### src/rtl/atctlc2axi500_sink_id_pkg.sv
// Shared definitions for the sink-ID pool: per-entry state encoding and count width.
package atctlc2axi500_sink_id_pkg;

   localparam logic [1:0] ST_FREE = 2'd0;
   localparam logic [1:0] ST_PEND = 2'd1;
   localparam logic [1:0] ST_RSPD = 2'd2;
   localparam logic [1:0] ST_ACKD = 2'd3;

   // One extra bit so a full pool (2**SINK_WIDTH entries) can be counted.
   function automatic int cnt_width(input int sink_width);
      return sink_width + 1;
   endfunction

endpackage

### src/rtl/atctlc2axi500_sink_id_fsm.sv
// Lifecycle of one sink ID: allocation, response, acknowledge and return to the pool.
//
// state | meaning
// FREE  | ID available for allocation
// PEND  | allocated, waiting for rsp and ack
// RSPD  | rsp seen, waiting for ack
// ACKD  | ack seen first (RAR mode only), waiting for rsp
module atctlc2axi500_sink_id_fsm
   import atctlc2axi500_sink_id_pkg::*;
#(
   parameter int RAR_SUPPORT = 0
) (
   input  logic       clk,
   input  logic       reset,
   input  logic       enq,
   input  logic       rsp,
   input  logic       ack,
   output logic [1:0] state,
   output logic       free_pulse,
   output logic       err
);

   logic [1:0] state_nxt;

   // An illegal event only raises err; a legal event in the same cycle still applies.
   always_comb begin
      state_nxt  = state;
      free_pulse = 1'b0;
      err        = 1'b0;
      case (state)
         ST_FREE: begin
            if (enq) state_nxt = ST_PEND;
            if (rsp || ack) err = 1'b1;
         end
         ST_PEND: begin
            if (rsp && ack) begin
               state_nxt  = ST_FREE;
               free_pulse = 1'b1;
            end else if (rsp) begin
               state_nxt = ST_RSPD;
            end else if (ack) begin
               if (RAR_SUPPORT != 0) state_nxt = ST_ACKD;
               else                  err = 1'b1;
            end
         end
         ST_RSPD: begin
            if (rsp) err = 1'b1;
            if (ack) begin
               state_nxt  = ST_FREE;
               free_pulse = 1'b1;
            end
         end
         default: begin
            if (ack) err = 1'b1;
            if (rsp) begin
               state_nxt  = ST_FREE;
               free_pulse = 1'b1;
            end
         end
      endcase
   end

   always_ff @(posedge clk) begin
      if (reset) state <= ST_FREE;
      else       state <= state_nxt;
   end

endmodule

### src/rtl/atctlc2axi500_sink_id_pool_rr.sv
// Round-robin sink-ID allocator with high-priority reserve, free counter and error flag.
module atctlc2axi500_sink_id_pool_rr
   import atctlc2axi500_sink_id_pkg::*;
#(
   parameter int SINK_WIDTH  = 3,
   parameter int ENT_NUM     = 2**SINK_WIDTH,
   parameter int RAR_SUPPORT = 0,
   parameter int RESERVE_NUM = 1
) (
   input  logic                  clk,
   input  logic                  reset,
   input  logic                  req_valid,
   input  logic                  req_hipri,
   output logic                  req_ready,
   output logic [SINK_WIDTH-1:0] req_sink,
   input  logic                  rsp_valid,
   input  logic [SINK_WIDTH-1:0] rsp_sink,
   input  logic                  ack_valid,
   input  logic [SINK_WIDTH-1:0] ack_sink,
   output logic                  busy,
   output logic [SINK_WIDTH:0]   free_cnt,
   output logic                  err_valid
);

   localparam int CW = cnt_width(SINK_WIDTH);

   logic [ENT_NUM-1:0]    enq_vec;
   logic [ENT_NUM-1:0]    rsp_vec;
   logic [ENT_NUM-1:0]    ack_vec;
   logic [ENT_NUM-1:0]    free_vec;
   logic [ENT_NUM-1:0]    free_pulse;
   logic [ENT_NUM-1:0]    err_vec;
   logic [ENT_NUM-1:0]    rot_free;
   logic [1:0]            ent_state [ENT_NUM];
   logic [SINK_WIDTH-1:0] last_ptr;
   logic [CW-1:0]         frees;
   logic                  grant;
   logic                  rsp_oor;
   logic                  ack_oor;

   for (genvar i = 0; i < ENT_NUM; i++) begin : g_ent
      atctlc2axi500_sink_id_fsm #(
         .RAR_SUPPORT(RAR_SUPPORT)
      ) u_fsm (
         .clk       (clk),
         .reset     (reset),
         .enq       (enq_vec[i]),
         .rsp       (rsp_vec[i]),
         .ack       (ack_vec[i]),
         .state     (ent_state[i]),
         .free_pulse(free_pulse[i]),
         .err       (err_vec[i])
      );
      assign free_vec[i] = (ent_state[i] == ST_FREE);
   end

   // Rotate the free vector so bit 0 is the slot after last_ptr, then take the first one.
   always_comb begin
      int idx;
      int pos;
      rot_free = '0;
      pos      = 0;
      for (int k = 0; k < ENT_NUM; k++) begin
         idx = int'(last_ptr) + 1 + k;
         if (idx >= ENT_NUM) idx = idx - ENT_NUM;
         rot_free[k] = free_vec[idx];
      end
      for (int k = ENT_NUM - 1; k >= 0; k--) begin
         if (rot_free[k]) pos = k;
      end
      idx = int'(last_ptr) + 1 + pos;
      if (idx >= ENT_NUM) idx = idx - ENT_NUM;
      req_sink = SINK_WIDTH'(idx);
   end

   assign req_ready = (free_cnt > CW'(RESERVE_NUM)) | (req_hipri & (free_cnt != '0));
   assign grant     = req_valid & req_ready;
   assign busy      = (free_cnt == '0);
   assign rsp_oor   = rsp_valid && (int'(rsp_sink) >= ENT_NUM);
   assign ack_oor   = ack_valid && (int'(ack_sink) >= ENT_NUM);

   always_comb begin
      enq_vec = '0;
      rsp_vec = '0;
      ack_vec = '0;
      for (int i = 0; i < ENT_NUM; i++) begin
         enq_vec[i] = grant     && (int'(req_sink) == i);
         rsp_vec[i] = rsp_valid && (int'(rsp_sink) == i);
         ack_vec[i] = ack_valid && (int'(ack_sink) == i);
      end
   end

   always_comb begin
      frees = '0;
      for (int i = 0; i < ENT_NUM; i++) begin
         frees = frees + CW'(free_pulse[i]);
      end
   end

   always_ff @(posedge clk) begin
      if (reset) begin
         free_cnt  <= CW'(ENT_NUM);
         last_ptr  <= SINK_WIDTH'(ENT_NUM - 1);
         err_valid <= 1'b0;
      end else begin
         free_cnt  <= free_cnt + frees - CW'(grant);
         if (grant) last_ptr <= req_sink;
         err_valid <= (|err_vec) | rsp_oor | ack_oor;
      end
   end

endmodule
### config.mk
export PLATFORM = sky130hd
export DESIGN_NAME = atctlc2axi500_sink_id_pool_rr
export DESIGN_NICKNAME = d
export VERILOG_FILES = /design/src/rtl/atctlc2axi500_sink_id_pkg.sv /design/src/rtl/atctlc2axi500_sink_id_fsm.sv /design/src/rtl/atctlc2axi500_sink_id_pool_rr.sv
export SDC_FILE = /design/constraint.sdc
export NUM_CORES = 1
export LEC_CHECK = 0
export CAP_MARGIN = 20
export CORE_ASPECT_RATIO = 1.1
export CORE_MARGIN = 2
export CORE_UTILIZATION = 55
export CTS_CLUSTER_SIZE = 14
export DETAILED_ROUTE_END_ITERATION = 10
export PLACE_DENSITY_LB_ADDON = 0.12
export SLEW_MARGIN = 20
export SYNTH_ARGS = -nofsm -noshare
export SYNTH_HDL_FRONTEND = slang
export SYNTH_SLANG_ARGS = --single-unit
### constraint.sdc
create_clock -name clk -period 6.65 [get_ports clk]
set_clock_uncertainty 0.15 [all_clocks]
set_input_delay 1.33 -clock clk [delete_from_list [all_inputs] [get_ports clk]]
set_output_delay 1.33 -clock clk [all_outputs]
set_load 0.02 [all_outputs]
* Word level (Yosys, flattened, before mapping)
Index checks and enable logic that the tools add are counted.
** Word-level totals
- Register bits :: 24
- Latch bits :: 0
- RAM bits :: 0
- Bits in read-only memories :: 0
- Word-level logic and storage cells :: 343
- Memories :: 0
** Operators by class
- Add/sub/neg operators :: 27
- Multipliers :: 0
- Divide/modulo/power cells :: 0
- Magnitude comparators :: 18
- Equal/unequal tests :: 61
- Shift operators :: 0
- Multiplexer cells :: 153
- Bitwise operators :: 3
- Reduce and logical (&&, ||, !) cells :: 70
** Operator list (count)
- 32-bit two-way mux :: 15
- 32-bit by 5-bit greater-or-equal comparator with 1-bit output (second input constant) :: 9
- 32-bit by 5-bit less-than comparator with 1-bit output (second input constant) :: 8
- 32-bit by 5-bit subtractor with 32-bit output (second input constant) :: 8
- 32-bit by 4-bit adder with 32-bit output (second input constant) :: 4
- 2-bit two-way mux :: 40
- 32-bit by 3-bit adder with 32-bit output (second input constant) :: 2
- 1-bit two-way mux :: 64
- 1-bit case mux with 3 select lines :: 16
- 2-bit case mux with 3 select lines :: 8
- 3-bit equality test (second input constant) :: 12
- 4-bit nonzero test :: 9
- 32-bit by 2-bit adder with 32-bit output (second input constant) :: 1
- 5-bit by 32-bit adder with 32-bit output :: 1
- 1-bit logical AND :: 32
- 2-bit by 1-bit != test with 1-bit output (second input constant) :: 16
- 4-bit AND reduction :: 8
- 1-bit binary-select mux with 3-bit select :: 8
- 3-bit by 1-bit != test with 1-bit output (second input constant) :: 8
- 3-bit by 2-bit equality test with 1-bit output (second input constant) :: 6
- 4-bit by 1-bit adder with 4-bit output :: 4
- 2-bit by 1-bit equality test with 1-bit output (second input constant) :: 8
- 2-bit equality test (second input constant) :: 8
- 2-bit logical NOT :: 8
- other kinds (16) :: 29

* Logic depth before layout (Yosys ltp)
- Depth after elaboration :: 22
- Mapped depth :: 18
- Depth with buffers taken out :: 17

* By module
From an unflattened synthesis, not the netlist that was laid out.
** Second synthesis, totals
- Cells, all modules :: 316
- Area, all modules :: 2608.8 um2
** Modules (own cells, without submodules)
- atctlc2axi500_sink_id_pool_rr :: times used 1, cells an instance 188, area an instance 1477.7 um2
- atctlc2axi500_sink_id_fsm :: times used 8, cells an instance 16, area an instance 141.4 um2

* Least setup slack after synthesis
Ideal clock, no wire load.
- Path type :: register -> output
- Start point :: register last_ptr[0]
- End point :: output port req_sink[2]
- Arrival time :: 3460 ps
- Required time :: 5170 ps
- Path slack :: 1710 ps
- Cell stages (with the launch flop) :: 17
- Path buffers :: 3
- Cells stage by stage :: dfxtp_1 buf_6 inv_4 ha_1 buf_4 mux4_1 mux2i_1 and2b_1 a221oi_1 o31ai_1 ha_1 inv_1 fa_1 xnor2_1 and3_1 buf_6 or2_2
** Between the ends
- Cells in the longest elaborated chain, start to end :: 18
- Elaborated cells between the ends (all ways) :: 68
** RTL lines
- start: declaration :: RTL line atctlc2axi500_sink_id_pool_rr.sv:35 : logic [SINK_WIDTH-1:0] last_ptr;
- start signal: assignment :: RTL line atctlc2axi500_sink_id_pool_rr.sv:103 : last_ptr <= SINK_WIDTH'(ENT_NUM - 1);
- start signal: assignment :: RTL line atctlc2axi500_sink_id_pool_rr.sv:107 : if (grant) last_ptr <= req_sink;
- 3-bit by 1-bit adder with 4-bit output * :: RTL line atctlc2axi500_sink_id_pool_rr.sv:64, atctlc2axi500_sink_id_pool_rr.sv:71
- 32-bit by 4-bit adder with 32-bit output :: RTL line atctlc2axi500_sink_id_pool_rr.sv:64 : idx = int'(last_ptr) + 1 + k;
- 32-bit by 5-bit subtractor with 32-bit output / 32-bit by 5-bit greater-or-equal comparator with 1-bit output (equally long branches) :: RTL line atctlc2axi500_sink_id_pool_rr.sv:65 : if (idx >= ENT_NUM) idx = idx - ENT_NUM;
- 32-bit two-way mux :: RTL line atctlc2axi500_sink_id_pool_rr.sv:65
- 1-bit binary-select mux with 3-bit select :: RTL line atctlc2axi500_sink_id_pool_rr.sv:66 : rot_free[k] = free_vec[idx];
- 1-bit two-way mux (not written as such) (2 in a row) :: RTL line atctlc2axi500_sink_id_pool_rr.sv:66
- 3-bit two-way mux :: RTL line atctlc2axi500_sink_id_pool_rr.sv:69 : if (rot_free[k]) pos = k;
- 32-bit two-way mux (7 in a row) :: RTL line atctlc2axi500_sink_id_pool_rr.sv:69
- 5-bit by 32-bit adder with 32-bit output * :: RTL line atctlc2axi500_sink_id_pool_rr.sv:71 : idx = int'(last_ptr) + 1 + pos;
- 32-bit by 5-bit greater-or-equal comparator with 1-bit output / 3-bit by 1-bit subtractor with 3-bit output (equally long branches) :: RTL line atctlc2axi500_sink_id_pool_rr.sv:72 : if (idx >= ENT_NUM) idx = idx - ENT_NUM;
- 3-bit two-way mux * :: RTL line atctlc2axi500_sink_id_pool_rr.sv:72
- end: declaration :: RTL line atctlc2axi500_sink_id_pool_rr.sv:15 : output logic [SINK_WIDTH-1:0] req_sink,
Mark *: on every way between the ends. The rest lies on a longest branch, timed or not. The select of a mux whose other input is x is not followed.

* Worst setup path in the final report
Ends and elaborated chain as after synthesis.

==> summary.md <==
| Metric | Value |
|---|---|
| Outcome | complete, no violations |
| Number of flops mapped to enable cells by yosys | 0 |
| Post-synthesis sequential area ratio | 19.6% |
| P_sw | 621 uW |
| Critical Path Start Type | flip-flop |
| Routing usage on met3 | 2.42% |
| Share of post-route cells with drive strength above 1 | 6.88% |
| Mapped Nets | 338 |
| FFs w/ async S/R, synth | 0% |
| Final nets | 350 |
| Fin crit share | 93.4% |
| Final setup viols | 0 |
| Root Driver | clkbuf_8 |
| Vias per cell | 6.06 |
| Vias in the first global route | 1995 |
| Avg Cell Area, Syn | 7.94 sq um |
| Setup CP Type | flip-flop to primary output |
| YS warnings | 0 |
| Detailed Routing Iterations Pass 1 | 4 |
| CTS tree | built |
| Remaining Overflow, GRT | 0 |
| Met2 Use GR | 41.6% |
| Yosys top cell area share | 19.6% |
| Pleak | 0.00103 uW |
| Mapped Cells | 309 |
| Avg WL per Cell | 15.6 microns |
| Cell Area, Synth | 2450 sq um |
| Final HPWL from detailed placement | 4.57 mm |
| R2R Setup Slk | 1.96 ns |
| Antenna diodes | 0 |
| CTS Buf Count | 3 |
| Max-slew violations | 0 |
| RD Place Congestion | 0.847 |
| PwrDens | 481 nW/um^2 |
| Clk sinks | 24 |
| H-tree Lvls | 1 |
| Grt peak-use layer | met2 |
| Sequential power share | 20.0% |
| Die footprint | 5010 sq um |
| Top cells by area, synth | dfxtp_1, nor2_1, fa_1 |
| Die X | 67.7 microns |
| Syn-to-layout area delta | 10.7% |
| Reg2Reg Depth | 13 |
| Setup tns final | 0 ns |
| Iter 0 DRT Violations | 205 |
| Worst-Margin Slew | 0.881 ns |
| Clock-pin slew on the worst setup and hold paths | 0.10 ns |
| Count leader, synth | nor2_1 |
| I/O pins | 22 |
| Routed Antenna Nets | 0 |
| Worst Hold Class | flip-flop to flip-flop |
| Internal Pwr Total | 686 uW |
| CTS Hold Buffers Added | 0 |
| Die Y | 74.1 microns |
| Drt total wl | 5.83 mm |
| Synth cell count leaders | nor2_1, nand2_1, dfxtp_1 |
| Initial antenna violation count | 0 |
| First-pass GRT wire length | 9.57 mm |
| Switch share | 47.5% |
| Clock Power Share | 10.0% |
| Met1 Use GR | 35.0% |
| Area of the core | 4290 sq um |
| Tmin final | 6.21 ns |
| # DRC | 0 |
| WP data required | 5.17 ns |
| Critical path data arrival time | 4.73 ns |
| Hold Path Stages | 2 |
| Largest net degree at the start of global routing | 22 |
| Starting Density | 57.3% |
| Later-pin clock latency in the skew report | 0.28 ns |
| CP endpoint kind | primary output |
| Max-slew headroom | 41.1% |
| VDD IR max | 276 uV |
| Crit-path max FO | 11 |
| Final Hold Vio Count | 0 |
| Max Clk Rate | 0.161 GHz |
| Total number of vias | 2267 |
| Unique masters post-synth | 56 |
| Maxcap violations | 0 |
| CTS Buffer Depth | 2 |
| Unrepaired setup endpoints after global routing | false |
| Synth Register Bits | 24 |
| Final Power | 1310 uW |
| Row count | 25 |
| GRT Util Overall | 25.0% |
| PortBufs | 21 |
| Synth area leader | dfxtp_1 |
| Comb pwr share | 69.9% |
| Synth Flop Type | dfxtp_1 |
per-stage QoR:
step	area [sq um]	std cells	utilization, %	worst slack [ns]	hold slack (ns)
final	2720	374	63.4	0.436	0.379
after global routing	2720	374	63.4	0.0417	0.413
after CTS	2720	374	63.4	0.305	0.377
after detailed placement	2640	370	61.7	0.605	0.362
after global placement	2640	370	61.7	0.760	0.353
after floorplan	2450	309	-	1.71	0.328
layer usage:
layer | part of all wire, % | vias up
met5 | 0 | -
met4 | 1.1 | 0
met3 | 3.6 | 7
met2 | 50 | 43
met1 | 46 | 1082
li1 | - | 1135
cell type report:
type / instances / area, sq um
flip-flops and latches: 24 / 480
inverters: 19 / 73.8
clock inverters: 1 / 30.0
clock buffers: 3 / 41.3
fillers: 408 / 1570
repair buffers: 21 / 210
multi-input cells: 252 / 1810
well taps: 54 / 67.6
final timing paths:
path | end | startpoint
setup / recovery | req_sink[2] | last_ptr[0]$_SDFFE_PP1P_
hold / removal | g_ent[2].u_fsm.state[0]$_SDFFE_PP0P_ | g_ent[2].u_fsm.state[0]$_SDFFE_PP0P_
setup reg to reg | g_ent[2].u_fsm.state[0]$_SDFFE_PP0P_ | last_ptr[0]$_SDFFE_PP1P_
hold reg to reg | g_ent[2].u_fsm.state[0]$_SDFFE_PP0P_ | g_ent[2].u_fsm.state[0]$_SDFFE_PP0P_
cells by family (layout without fill, tap and decap cells):
logic type / count (synthesis) / count (layout) / synth area share [%]
buf+inv: 33 / 44 / 6.63
xor+xnor: 9 / 9 / 3.98
fa+ha+maj: 17 / 17 / 10.8
simple gates: 138 / 138 / 27.8
compound gates: 69 / 69 / 18.5
mux: 19 / 19 / 12.7
flops: 24 / 24 / 19.6
placed cells by master, fill, tap and decap left out, types with 3 or more instances in the layout:
| cell | netlist | layout |
|---|---|---|
| nor2_1 | 39 | 39 |
| nand2_1 | 33 | 33 |
| dfxtp_1 | 24 | 24 |
| a21oi_1 | 22 | 22 |
| clkdlybuf4s50_1 | 0 | 21 |
| inv_1 | 17 | 17 |
| nor3_1 | 15 | 15 |
| o21ai_0 | 11 | 11 |
| o211ai_1 | 10 | 10 |
| nand2b_1 | 9 | 9 |
| ha_1 | 10 | 9 |
| nand3_1 | 8 | 8 |
| a21o_1 | 8 | 8 |
| mux2i_1 | 7 | 7 |
| xnor2_1 | 7 | 7 |
| fa_1 | 7 | 7 |
| nor2b_1 | 5 | 5 |
| o31ai_1 | 5 | 5 |
| mux4_2 | 4 | 4 |
| mux4_1 | 4 | 4 |
| or3_1 | 4 | 4 |
| nor2_2 | 3 | 3 |
| nand4_1 | 3 | 3 |
| or2b_1 | 3 | 3 |
| nor4_1 | 3 | 3 |
| mux2_2 | 3 | 3 |
| clkbuf_8 | 0 | 3 |
power groups by stage:
| stage | clock [uW] | combinational (uW) | sequential (uW) |
|---|---|---|---|
| final | 131 | 914 | 262 |
| after detailed placement | 0 | 906 | 264 |
| after floorplan | 0 | 718 | 234 |
| after CTS | 134 | 909 | 261 |
| after global routing | 140 | 998 | 271 |
| after global placement | 0 | 882 | 263 |
what timing repair did:
| item | CTS | global route |
|---|---|---|
| buffers inserted | 0 | 0 |
| gates resized for setup | 0 | 1 |
| setup endpoints to repair | 0 | 1 |
worst max-delay path, cell delays in order (launching register included):
cell,delay (ns)
dfxtp_1,0.53
inv_4,0.15
ha_2,0.53
mux4_1,0.62
mux2i_1,0.24
and2b_1,0.21
a221oi_1,0.20
o31ai_1,0.12
ha_1,0.18
inv_1,0.07
fa_1,0.24
xnor2_1,0.12
a21oi_1,0.45
or2_2,0.20
clkdlybuf4s50_1,0.59
state kept, by name, summed over array words and instances (netlist names):
name,count
g_ent.u_fsm.state,16
free_cnt,4
last_ptr,3
err_valid,1
Power figures use the tool's default switching activity.
